### src/rtl/timer_dev.sv
// timer_dev: programmable down-counter with interrupt (CTRL/PRESET/COUNT).
// Optional: define TIMER_STATUS_EN to expose FSM state and irq_flag in CTRL[6:4].
module timer_dev #(
    parameter logic [31:0] PRESET_RST = 32'h0000_0000,
    parameter int          CTRL_W     = 4
) (
    input  logic        clk,
    input  logic        reset,
    input  logic        WE,
    input  logic [1:0]  ADDR,
    input  logic [31:0] WD,
    output logic [31:0] RD,
    output logic        IRQ
);

    typedef enum logic [1:0] {
        S_IDLE = 2'd0,
        S_LOAD = 2'd1,
        S_CNT  = 2'd2,
        S_INT  = 2'd3
    } state_t;

    state_t              state_q, state_d;
    logic [CTRL_W-1:0]   ctrl_q, ctrl_d;
    logic [31:0]         preset_q;
    logic [31:0]         count_q, count_d;
    logic                irq_q, irq_d;
    logic                wr_ctrl, wr_preset;
    logic                en, auto_rl;
    logic [31:0]         ctrl_rd;
    logic                unused_wd;

    assign unused_wd = ^WD[31:CTRL_W];

    assign wr_ctrl   = WE && (ADDR == 2'd0);
    assign wr_preset = WE && (ADDR == 2'd1);
    assign en        = ctrl_q[0];
    assign auto_rl   = (ctrl_q[2:1] == 2'b01);

    assign IRQ = ctrl_q[3] & irq_q;

    // Register all timer state; reset is immediate.
    always_ff @(posedge clk or posedge reset) begin
        if (reset) begin
            state_q  <= S_IDLE;
            ctrl_q   <= '0;
            preset_q <= PRESET_RST;
            count_q  <= '0;
            irq_q    <= 1'b0;
        end else begin
            state_q  <= state_d;
            ctrl_q   <= ctrl_d;
            count_q  <= count_d;
            irq_q    <= irq_d;
            if (wr_preset) begin
                preset_q <= WD;
            end
        end
    end

    // Next-state: bus writes first, then FSM updates that take priority.
    always_comb begin
        state_d = state_q;
        ctrl_d  = ctrl_q;
        count_d = count_q;
        irq_d   = irq_q;
        if (wr_ctrl) begin
            ctrl_d = WD[CTRL_W-1:0];
            irq_d  = 1'b0;
        end
        unique case (state_q)
            S_IDLE: begin
                if (en) begin
                    state_d = S_LOAD;
                end
            end
            S_LOAD: begin
                count_d = preset_q;
                state_d = S_CNT;
            end
            S_CNT: begin
                if (!en) begin
                    state_d = S_IDLE;
                end else if (count_q > 32'd1) begin
                    count_d = count_q - 32'd1;
                end else begin
                    // Terminal count beats a same-cycle CTRL write's flag clear.
                    count_d = '0;
                    irq_d   = 1'b1;
                    state_d = S_INT;
                end
            end
            S_INT: begin
                if (auto_rl) begin
                    irq_d   = 1'b0;
                    state_d = S_LOAD;
                end else begin
                    // A same-cycle CTRL write keeps its own EN value.
                    if (!wr_ctrl) begin
                        ctrl_d[0] = 1'b0;
                    end
                    state_d = S_IDLE;
                end
            end
            default: state_d = S_IDLE;
        endcase
    end

    // CTRL read view, optionally carrying FSM status.
    always_comb begin
        ctrl_rd = '0;
        ctrl_rd[CTRL_W-1:0] = ctrl_q;
`ifdef TIMER_STATUS_EN
        ctrl_rd[5:4] = state_q;
        ctrl_rd[6]   = irq_q;
`endif
    end

    // Read mux, combinational from ADDR.
    always_comb begin
        RD = '0;
        unique case (ADDR)
            2'd0:    RD = ctrl_rd;
            2'd1:    RD = preset_q;
            2'd2:    RD = count_q;
            default: RD = '0;
        endcase
    end

endmodule

### config.mk
export PLATFORM = sky130hd
export DESIGN_NAME = timer_dev
export DESIGN_NICKNAME = d
export VERILOG_FILES = /design/src/rtl/timer_dev.sv
export SDC_FILE = /design/constraint.sdc
export NUM_CORES = 1
export LEC_CHECK = 0
export CORE_UTILIZATION = 54
export CTS_BUF_LIST = sky130_fd_sc_hd__clkbuf_4 sky130_fd_sc_hd__clkbuf_8 sky130_fd_sc_hd__clkbuf_16
export DETAILED_ROUTE_END_ITERATION = 8
export PLACE_DENSITY = 0.81
export REMOVE_ABC_BUFFERS = 1
export SYNTH_ARGS = -nofsm -noshare
export SYNTH_HDL_FRONTEND = slang
export SYNTH_SLANG_ARGS = --single-unit
### constraint.sdc
create_clock -name clk -period 2.95 [get_ports clk]
set_clock_uncertainty 0.1 [all_clocks]
set_input_delay 0.4425 -clock clk [delete_from_list [all_inputs] [get_ports clk]]
set_output_delay 0.4425 -clock clk [all_outputs]
set_load 0.02 [all_outputs]
==> flow_summary.yaml <==
status:
  status: "complete, no violations"
cts:
  numClockSinks: 71
  htree_levels: 3
  root_buffer: "clkbuf_8"
  tritoncts: "built"
  cts-resized-gates: 0
  numCtsBuffers: 9
  postCtsHoldBufs: 0
  clk_latency_ns: 0.35
  clock_path_buffers: 2
  postCtsSetupRepairBufs: 0
  clkTransAtPathRegs_ns: 0.08
pwr:
  power_density_nw_per_um2: 874
  ir_drop_mv: 0.487
  p_leak_nw: 2.10
layout:
  fin_nets: 520
  fillCellCount: 570
  multi_input_area_um2: 2150
  final_area_um2: 5240
  n_antenna_cell: 0
  regArea_um2: 1780
  synthToLayoutAreaGrowth_pct: 27.8
  stdcell_count: 585
  final_layout_size_suffix_gt1_share_pct: 19.5
critical_path:
  setup.worst_path.start_class: "input pin"
  crit_top_cell: "clkdlybuf4s50_1"
  required_ns: 2.41
  path_max_fanout: 33
  crit_slowest_cell: "clkdlybuf4s50_1"
  worstPathArrival_ns: 2.27
  crit_chain: "clkdlybuf4s50_1 > nor2b_2 > buf_12 > nand2_1 > o21ai_0 > clkdlybuf4s50_1"
  worstSetupPathType: "in2out"
  critical_path.max_stage_delay_ns: 0.64
  setup.worst_path.end_class: "output pin"
  reg2regPathDepth: 6
floorplanning:
  core_um2: 7290
  die_area_um2: 7950
  boundaryPins: 70
  rows: 31
  dieWidth_um: 89.2
  die_h_um: 89.2
  start_util_pct: 56.3
synth:
  ys_async_sr_fraction_pct: 100
  synth_edf_count: 0
  netlist_area_um2: 4100
  ys_types: 56
  synthFlopType: "dfrtp_1"
  synth_cells: 408
  ys_warn_count: 0
  ys_ff_latch: 71
  syn_area_per_cell_um2: 10.1
  yosysSeqAreaShare_pct: 43.3
place:
  portBuffers: 69
  place_congestion: 0.859
  dp.cells: 569
  dpl_cell_area_um2: 5000
  post-dp-hpwl_um: 7370
detailed_routing:
  finalWirelength_um: 11000
  routedWlPerCell_um: 18.8
  drt-initial-drc-count: 238
  firstDrtPassIters: 5
  ant_nets: 0
  drc: 0
  vias: 3792
  via_per_inst: 6.48
global_routing:
  grt_pass1_vias: 3706
  grt_pass1_wl_um: 17900
  met3_usage_pct: 5.82
  met2_usage_pct: 48.4
  top_usage_layer: "met2"
  grt_overflow: 0
  use_met1_pct: 38.4
  grt_antenna_before_repair: 0
  grt_max_degree: 40
  grt_use_total_pct: 29.8
sta:
  fin_crit_sh_pct: 95.2
  worst_pin_slew_ns: 0.801
  maxSlewViolCount: 0
  hold_viol: 0
  relSlewSlack_pct: 46.5
  finalSetupViolations: 0
  fin_crit_ns: 2.81
  clock.fmax_ghz: 0.356
  rsz0062_at_grt: "false"
run:
  cap_violations: 0
worst_hold_path:
  worst_hold_path_type: "in2async"
==> Yosys cell counts (all sizes together) (2+ instances only) <==
cell	number	share of area (%)
a32oi	2	0.43
nand2b	4	0.61
nor4	8	1.8
mux2	35	9.6
mux2i	9	2.2
a21oi	11	1.3
o41ai	6	1.3
and3	3	0.46
a22oi	4	0.73
or3	8	1.3
dfrtp	71	43
nor3	16	2.1
a22o	34	7.3
nand4	4	0.61
clkbuf	21	1.9
o41a	2	0.55
nor2b	5	0.76
or4	7	1.5
and4	3	0.64
buf	10	1.6
a21boi	4	0.73
or2	3	0.46
nand2	32	2.9
and2	3	0.46
a221o	7	1.7
o211ai	2	0.37
o31ai	10	2.0
o22ai	7	1.1
ha	2	0.61
inv	11	1.0
o221ai	3	0.64
nand3	7	0.85
nor2	11	1.0
o21bai	2	0.37
o21ai	27	3.3
a31oi	5	0.76
nor3b	2	0.37
==> critical path: cells and delay by family <==
kind,cells,cell delay (ns)
AO/OA/AOI/OAI,1,0.10
buffers and inverters,3,1.43
AND/OR/NAND/NOR,2,0.30
==> layout by cell type (no fill, tap or decap), types with 3 or more instances in the layout <==
master	synthesis	layout
nor3_1	15	15
a22o_1	32	32
buf_4	2	21
buf_12	0	3
inv_1	11	10
a31oi_1	5	5
o221ai_1	3	3
nor2_1	11	11
nand4_1	4	4
mux2i_1	9	9
nand2b_1	4	4
clkdlybuf4s50_1	0	69
mux2_2	35	35
a21boi_0	4	4
o21ai_1	5	5
o41ai_1	6	6
nor4_1	4	4
dfrtp_1	71	71
a21oi_1	11	11
and3_1	3	3
a221o_1	7	7
and4_1	3	3
and2_1	3	3
or4_1	4	4
o21ai_0	22	22
nor2b_1	5	3
or3_1	6	6
a22oi_1	4	4
bufinv_16	0	3
nand2_1	32	32
nor4_2	4	4
o31ai_1	9	9
nand3_1	7	7
clkbuf_8	0	10
o22ai_1	7	7
==> registers in the layout (all words and copies together), names as in the netlist <==
register and flops:
count_q 32, preset_q 32, ctrl_q 4, state_q 2, irq_q 1
==> area by class of cell <==
class                   instances  share of cell area [%]
clock inverters                 6                    2.05
inverters                      11                   0.788
repair buffers                 93                    17.3
clock buffers                  10                    2.63
multi-input cells             295                    41.0
well taps                      99                    2.36
flip-flops and latches         71                    33.9
==> logic make-up after synthesis <==
| family | share of synthesized area (%) |
|---|---|
| compound gates | 23.1 |
| buf+inv | 4.48 |
| simple gates | 16.7 |
| fa+ha+maj | 0.610 |
| flops | 43.3 |
| mux | 11.8 |
==> metal layers <==
| layer | vias to the layer above | share of wire, % |
|---|---|---|
| met5 | - | 0 |
| met4 | 0 | 2.2 |
| met3 | 29 | 6.8 |
| met2 | 179 | 48 |
| met1 | 1858 | 43 |
| li1 | 1726 | - |
==> where the power goes <==
group	leakage [nW]	internal (mW)	switching (mW)
clock	0.122	0.582	0.375
combinational	1.12	0.888	0.994
sequential	0.864	1.29	0.452
==> worst paths after layout <==
check / start / to / slack [ns]
worst max-delay path: ADDR[0] / RD[2] / 0.14
worst min-delay path: reset / preset_q[26] / 0.22
worst max register to register: count_q[29] / count_q[14] / 0.38
worst min register to register: preset_q[25] / preset_q[25] / 0.44
max in group asynchronous: reset / count_q[14] / 1.94
min in group clk: preset_q[25] / preset_q[25] / 0.44
==> metrics by stage <==
step | setup WS, ns | hold WS [ns] | power [mW] | setup TNS (ns) | util (%)
5_1_grt | 0.0271 | 0.236 | 4.85 | 0 | 71.9
3_5_place_dp | 0.140 | 0.417 | 3.58 | 0 | 68.5
3_3_place_gp | 0.161 | 0.412 | 3.50 | 0 | 68.5
4_1_cts | 0.141 | 0.221 | 4.55 | 0 | 71.9
6_report | 0.141 | 0.220 | 4.58 | 0 | 71.9
2_1_floorplan | -0.323 | 0.373 | 2.85 | -10.32 | -
Power figures use the tool's default switching activity.
